--- src/rtl/gpio_pkg.sv ---
// Shared types and constants for the GPIO byte transmit path.
package gpio_pkg;

  localparam int GPIO_W = 8;

  // state | meaning
  // IDLE   | waiting for a buffered byte and a synchronised receiver-ready
  // SETUP  | byte on the pads, strobe low, data settling
  // STROBE | strobe high, receiver latches the byte
  // HOLD   | strobe low again, byte kept on the pads
  typedef enum logic [1:0] {
    IDLE   = 2'd0,
    SETUP  = 2'd1,
    STROBE = 2'd2,
    HOLD   = 2'd3
  } gpio_tx_state_t;

  // Largest phase length, used to size the shared phase down-counter.
  function automatic int max3(input int a, input int b, input int c);
    int m;
    m = (a > b) ? a : b;
    return (m > c) ? m : c;
  endfunction

endpackage

--- src/rtl/gpio_tx_fifo.sv ---
// Synchronous byte FIFO. Pointers carry one extra wrap bit so full and empty
// are told apart by comparing the MSBs. Pushes while full and pops while empty
// are ignored here, so callers may drive raw requests.
module gpio_tx_fifo
  import gpio_pkg::*;
#(
  parameter int DEPTH = 4,
  parameter int W     = GPIO_W,
  parameter int AW    = $clog2(DEPTH)
) (
  input  logic          i_clk,
  input  logic          i_rstn,
  input  logic          push_i,
  input  logic [W-1:0]  data_i,
  input  logic          pop_i,
  output logic [W-1:0]  head_o,
  output logic          full_o,
  output logic          empty_o,
  output logic [AW:0]   level_o
);

  logic [W-1:0] mem_q [DEPTH];
  logic [AW:0]  wr_ptr_q, wr_ptr_d;
  logic [AW:0]  rd_ptr_q, rd_ptr_d;
  logic         push_ok;
  logic         pop_ok;

  assign full_o  = (wr_ptr_q[AW] != rd_ptr_q[AW]) &&
                   (wr_ptr_q[AW-1:0] == rd_ptr_q[AW-1:0]);
  assign empty_o = (wr_ptr_q == rd_ptr_q);
  assign level_o = wr_ptr_q - rd_ptr_q;
  assign head_o  = mem_q[rd_ptr_q[AW-1:0]];

  // Fullness is judged on the current level: a pop in the same cycle does not
  // make room for a push.
  assign push_ok = push_i && !full_o;
  assign pop_ok  = pop_i && !empty_o;

  // Pointer advance.
  always_comb begin
    wr_ptr_d = wr_ptr_q;
    rd_ptr_d = rd_ptr_q;
    if (push_ok) wr_ptr_d = wr_ptr_q + 1'b1;
    if (pop_ok)  rd_ptr_d = rd_ptr_q + 1'b1;
  end

  // Pointer registers.
  always_ff @(posedge i_clk or negedge i_rstn) begin
    if (!i_rstn) begin
      wr_ptr_q <= '0;
      rd_ptr_q <= '0;
    end else begin
      wr_ptr_q <= wr_ptr_d;
      rd_ptr_q <= rd_ptr_d;
    end
  end

  // Storage; cleared on reset so nothing stale can reach the pads.
  always_ff @(posedge i_clk or negedge i_rstn) begin
    if (!i_rstn) begin
      for (int i = 0; i < DEPTH; i++) mem_q[i] <= '0;
    end else if (push_ok) begin
      mem_q[wr_ptr_q[AW-1:0]] <= data_i;
    end
  end

endmodule

--- src/rtl/gpio_out_tx.sv ---
// GPIO byte transmitter: buffers bytes from the register file and paces them
// onto the pads with a setup / strobe / hold sequence, gated by a receiver
// ready line that is asynchronous to i_clk.
//
// state  | meaning
// IDLE   | wait for a buffered byte with rdy_s high; load it and pop
// SETUP  | data on pads, valid low, SETUP_CYC cycles
// STROBE | valid high, STROBE_CYC cycles
// HOLD   | valid low, data held, HOLD_CYC cycles
module gpio_out_tx
  import gpio_pkg::*;
#(
  parameter int DEPTH      = 4,
  parameter int SETUP_CYC  = 1,
  parameter int STROBE_CYC = 2,
  parameter int HOLD_CYC   = 1
) (
  input  logic                      i_clk,
  input  logic                      i_rstn,
  input  logic [7:0]                wr_data,
  input  logic                      wr_valid,
  output logic                      wr_ready,
  input  logic                      clr_overflow,
  output logic                      overflow,
  output logic [$clog2(DEPTH):0]    fifo_level,
  input  logic                      ext_ready_async,
  output logic [7:0]                out_GPIO,
  output logic                      out_GPIO_valid,
  output logic                      tx_busy
);

  localparam int CNT_MAX = max3(SETUP_CYC, STROBE_CYC, HOLD_CYC);
  localparam int CNT_W   = $clog2(CNT_MAX + 1);

  localparam logic [CNT_W-1:0] SETUP_LOAD  = CNT_W'(SETUP_CYC - 1);
  localparam logic [CNT_W-1:0] STROBE_LOAD = CNT_W'(STROBE_CYC - 1);
  localparam logic [CNT_W-1:0] HOLD_LOAD   = CNT_W'(HOLD_CYC - 1);

  gpio_tx_state_t    state_q, state_d;
  logic [CNT_W-1:0]  cnt_q, cnt_d;
  logic [GPIO_W-1:0] data_q, data_d;
  logic              valid_q, valid_d;
  logic              overflow_q, overflow_d;
  logic              sync1_q, sync2_q;
  logic              rdy_s;

  logic [GPIO_W-1:0] fifo_head;
  logic              fifo_full;
  logic              fifo_empty;
  logic              fifo_pop;
  logic              push_req;

  assign wr_ready = !fifo_full;
  assign push_req = wr_valid && !fifo_full;

  gpio_tx_fifo #(
    .DEPTH (DEPTH),
    .W     (GPIO_W)
  ) u_fifo (
    .i_clk   (i_clk),
    .i_rstn  (i_rstn),
    .push_i  (push_req),
    .data_i  (wr_data),
    .pop_i   (fifo_pop),
    .head_o  (fifo_head),
    .full_o  (fifo_full),
    .empty_o (fifo_empty),
    .level_o (fifo_level)
  );

  // Two-flop synchroniser for the receiver ready line.
  always_ff @(posedge i_clk or negedge i_rstn) begin
    if (!i_rstn) begin
      sync1_q <= 1'b0;
      sync2_q <= 1'b0;
    end else begin
      sync1_q <= ext_ready_async;
      sync2_q <= sync1_q;
    end
  end

  assign rdy_s = sync2_q;

  // Sticky overflow: a rejected push outranks a clear in the same cycle.
  always_comb begin
    overflow_d = overflow_q;
    if (wr_valid && fifo_full) overflow_d = 1'b1;
    else if (clr_overflow)     overflow_d = 1'b0;
  end

  // Next state, phase counter and data load. rdy_s only matters in IDLE, so a
  // byte already started always runs through HOLD.
  always_comb begin
    state_d  = state_q;
    cnt_d    = cnt_q;
    data_d   = data_q;
    fifo_pop = 1'b0;
    case (state_q)
      IDLE: begin
        if (!fifo_empty && rdy_s) begin
          data_d   = fifo_head;
          fifo_pop = 1'b1;
          cnt_d    = SETUP_LOAD;
          state_d  = SETUP;
        end
      end
      SETUP: begin
        if (cnt_q == '0) begin
          cnt_d   = STROBE_LOAD;
          state_d = STROBE;
        end else begin
          cnt_d = cnt_q - 1'b1;
        end
      end
      STROBE: begin
        if (cnt_q == '0) begin
          cnt_d   = HOLD_LOAD;
          state_d = HOLD;
        end else begin
          cnt_d = cnt_q - 1'b1;
        end
      end
      HOLD: begin
        if (cnt_q == '0) begin
          state_d = IDLE;
        end else begin
          cnt_d = cnt_q - 1'b1;
        end
      end
      default: state_d = IDLE;
    endcase
  end

  // Strobe is a flop that tracks the next state, so it is high exactly while
  // the FSM sits in STROBE and reaches the pads without decode glitches.
  assign valid_d = (state_d == STROBE);

  // FSM, counter, output and flag registers.
  always_ff @(posedge i_clk or negedge i_rstn) begin
    if (!i_rstn) begin
      state_q    <= IDLE;
      cnt_q      <= '0;
      data_q     <= '0;
      valid_q    <= 1'b0;
      overflow_q <= 1'b0;
    end else begin
      state_q    <= state_d;
      cnt_q      <= cnt_d;
      data_q     <= data_d;
      valid_q    <= valid_d;
      overflow_q <= overflow_d;
    end
  end

  assign out_GPIO       = data_q;
  assign out_GPIO_valid = valid_q;
  assign overflow       = overflow_q;
  assign tx_busy        = (state_q != IDLE);

endmodule

--- config.mk ---
export PLATFORM = sky130hd
export DESIGN_NAME = gpio_out_tx
export DESIGN_NICKNAME = d
export VERILOG_FILES = /design/src/rtl/gpio_pkg.sv /design/src/rtl/gpio_tx_fifo.sv /design/src/rtl/gpio_out_tx.sv
export SDC_FILE = /design/constraint.sdc
export NUM_CORES = 1
export LEC_CHECK = 0
export ABC_AREA = 1
export BUFFER_PORTS_ARGS = -buffer_cell sky130_fd_sc_hd__buf_2
export CAP_MARGIN = 20
export CELL_PAD_IN_SITES_DETAIL_PLACEMENT = 1
export CELL_PAD_IN_SITES_GLOBAL_PLACEMENT = 1
export CORE_MARGIN = 3
export CORE_UTILIZATION = 44
export DETAILED_ROUTE_END_ITERATION = 6
export GPL_TIMING_DRIVEN = 0
export PLACE_DENSITY_LB_ADDON = 0.1
export SYNTH_ARGS = -nofsm -noshare
export SYNTH_HDL_FRONTEND = slang
export SYNTH_SLANG_ARGS = --single-unit
--- constraint.sdc ---
create_clock -name i_clk -period 2.4 [get_ports i_clk]
set_input_delay 0.48 -clock i_clk [delete_from_list [all_inputs] [get_ports i_clk]]
set_output_delay 0.48 -clock i_clk [all_outputs]
set_load 0.01 [all_outputs]
==> flow_summary_export.csv <==
group,metric,value,unit
placement,dp_hpwl,4680,um
clock_network,cts_buffer_depth,2,
drt,ant_nets,0,
critical_path,crit_chain,"ha_1 -> fa_1 -> xor2_1 -> buf_2",
clock_network,clkLatencyLatePin,0.31,ns
timing,period_share,0.946,
critical_path,crit_path_max_fanout,10,
timing,fin_worst_skew,0.00651,ns
critical_path,worst-setup-path-type,"flop to output port",
global_route,antenna_found_initial,0,
timing,fin_tns_setup,0,ns
logic_synthesis,syn_area,2590,um2
critical_path,cpLargestDelayFamily,"adder cells",
floorplanning,start_util,0.463,
floorplanning,coreArea,5610,um2
layout,area_growth,13.5,%
clock_network,clk_pin_slew,0.10,ns
critical_path,arrival,1.79,ns
job,cap_violations,0,
logic_synthesis,synth.distinct_cells,21,
outcome,status,"completed",
layout,final_nets,369,
logic_synthesis,synth-warning-count,0,
drt,drc,0,
critical_path,cp_slowest_stage_delay,0.51,ns
critical_path,startpoint_type,"flop",
critical_path,r2r_cells,9,
timing,fmax,440,MHz
critical_path,r2r_end,"u_fifo.mem_q[4]",
critical_path,worst_setup_path_end_kind,"output port",
floorplanning,die_x,82.8,um
pwr,finalPower,4090,uW
logic_synthesis,synthesis.instances,307,
floorplanning,die_y,82.8,um
placement,placed_cells,407,
floorplanning,num_rows,27,
clock_network,cts_root_buf,"clkbuf_8",
critical_path,crit_slowest_cell,"dfrtp_1",
pwr,power.density,1390,nW/um2
timing,hold_viol,0,
global_route,grt_max_degree,37,
layout,n_fill_cell,698,
clock_network,hold_buffers,0,
logic_synthesis,synth-seq-area-share,0.521,
placement,gp_congestion,0.758,
timing,tightestPinTransition,0.598,ns
drt,post_drt_wl_per_cell,16.1,um
critical_path,reg2reg_from,"u_fifo.rd_ptr_q[1]",
global_route,grt_pass1_wl,10700,um
logic_synthesis,syn_nets,331,
clock_network,cts_made_buffers,5,
timing,whs,0.113,ns
logic_synthesis,syn_avg_cell_area,8.45,um2
placement,pre_cts_ws,-0.0414,ns
hold_path,hold_class,"input port to async pin",
global_route,grt_pass1_vias,2075,
critical_path,worstPathRequired,1.92,ns
pwr,total_leakage_power,0.00161,uW
timing,finalMaxSlewViolations,0,
critical_path,critical_path_buf_inv_count,1,
logic_synthesis,ys_ff_latch,54,
logic_synthesis,synthFlopType,"dfrtp_1",
floorplanning,io-pin-count,28,
pwr,ir_drop,0.000616,V
drt,via_count,2132,
layout,area.sequential,1350,um2
drt,totalWireLength,6700,um
logic_synthesis,synth_edf_count,0,
critical_path,r2r_slack,0.46,ns
timing,final-setup-viol-count,0,
global_route,grt_usage,0.214,
placement,port_buffers,27,
layout,layout-drive-gt1-share,0.162,
timing,rsz0062_at_grt,"false",
clock_network,cts_tree,"built",
clock_network,htreeDepth,2,
layout,final_cell_count_no_fill,417,
drt,dr.pass1.iters,4,
timing,worst_slack,0.130,ns
logic_synthesis,synthArstFlopShare,1.00,
drt,drt-initial-drc-count,79,
layout,diodes,0,
timing,min_period,2.27,ns
clock_network,clock-sinks,54,
layout,multi_input_area,1100,um2
drt,viasPerCell,5.11,
floorplanning,die_area,6850,um2
global_route,overflow,0,
timing,max_slew_margin,0.602,
sequential cells by signal, summed over array words and instances, names as in the netlist:
name	flops
cnt_q	2
sync1_q	1
u_fifo.wr_ptr_q	3
u_fifo.rd_ptr_q	3
overflow	1
state_q	2
u_fifo.mem_q	32
out_GPIO	8
out_GPIO_valid	1
rdy_s	1
stage by stage:
stage	area, um2	utilization
floorplan	2590	-
global placement	2820	0.503
detailed placement	2840	0.506
CTS	2920	0.521
global route	2940	0.525
finish	2940	0.525
power breakdown:
group / internal, uW / switching [uW]
Clock: 197 / 309
Sequential: 1320 / 263
Combinational: 716 / 1290
per-layer routing:
metal / part of all wire / vias up / track usage
li1: - / 1060 / -
met1: 0.49 / 1034 / 0.285
met2: 0.47 / 31 / 0.360
met3: 0.030 / 7 / 0.0292
met4: 0.013 / 0 / 0.0686
met5: 0 / - / 0
cell usage in the layout, fill, tap and decap left out, types with 4 or more instances in the layout:
cell type / n
nor2_1: 19
nand2_4: 4
nand3_1: 38
dfrtp_1: 53
ha_1: 10
buf_2: 31
o22ai_1: 9
nand2_1: 111
o21ai_0: 23
buf_4: 6
inv_1: 17
clkbuf_8: 5
synth_stat cells (2+ instances only):
| cell | number | area [um2] |
|---|---|---|
| o21ai_0 | 23 | 115 |
| clkbuf_1 | 3 | 11.3 |
| inv_2 | 2 | 7.51 |
| nand3_1 | 38 | 190 |
| o22ai_1 | 9 | 56.3 |
| xor2_1 | 3 | 26.3 |
| dfrtp_1 | 54 | 1350 |
| ha_1 | 10 | 125 |
| nor2_1 | 19 | 71.3 |
| nand2_1 | 111 | 417 |
| buf_4 | 3 | 22.5 |
| inv_1 | 17 | 63.8 |
| nand2_4 | 4 | 45.0 |
| buf_2 | 4 | 20.0 |
how the worst max path moves through the flow:
| stage | startpoint | end | slack [ns] | depth (start not counted) |
|---|---|---|---|---|
| finish | u_fifo.rd_ptr_q[0] | fifo_level[2] | 0.13 | 4 |
| floorplan | u_fifo.rd_ptr_q[1] | u_fifo.rd_ptr_q[2] | 0.63 | 8 |
| global placement | u_fifo.rd_ptr_q[1] | u_fifo.rd_ptr_q[2] | -0.03 | 8 |
| detailed placement | u_fifo.rd_ptr_q[1] | u_fifo.rd_ptr_q[2] | -0.04 | 8 |
| CTS | u_fifo.rd_ptr_q[1] | wr_ready | 0.06 | 6 |
| global route | u_fifo.rd_ptr_q[0] | fifo_level[2] | 0.02 | 4 |
layout make-up:
class	instances	share of cell area
plain buffers	11	0.0221
well taps	72	0.0306
multi-input cells	222	0.375
repair buffers	31	0.0604
clock inverters	2	0.00340
clock buffers	5	0.0234
flip-flops and latches	54	0.460
inverters	20	0.0259
kinds of logic (layout without fill, tap and decap cells):
family | count (synthesis) | after routing | synth area share
AOI/OAI and AO/OA | 34 | 34 | 0.0743
xor gates and xnor gates | 4 | 4 | 0.0135
adders and majority gates | 11 | 11 | 0.0560
buffers and inverters | 31 | 69 | 0.0540
DFF | 54 | 54 | 0.521
and+or+nand+nor | 173 | 173 | 0.281
repair_timing:
item | CTS | global route
setup buffers | 0 | 3
setup endpoints to repair | 43 | 1
resized for setup | 2 | 0
Power figures use the tool's default switching activity.
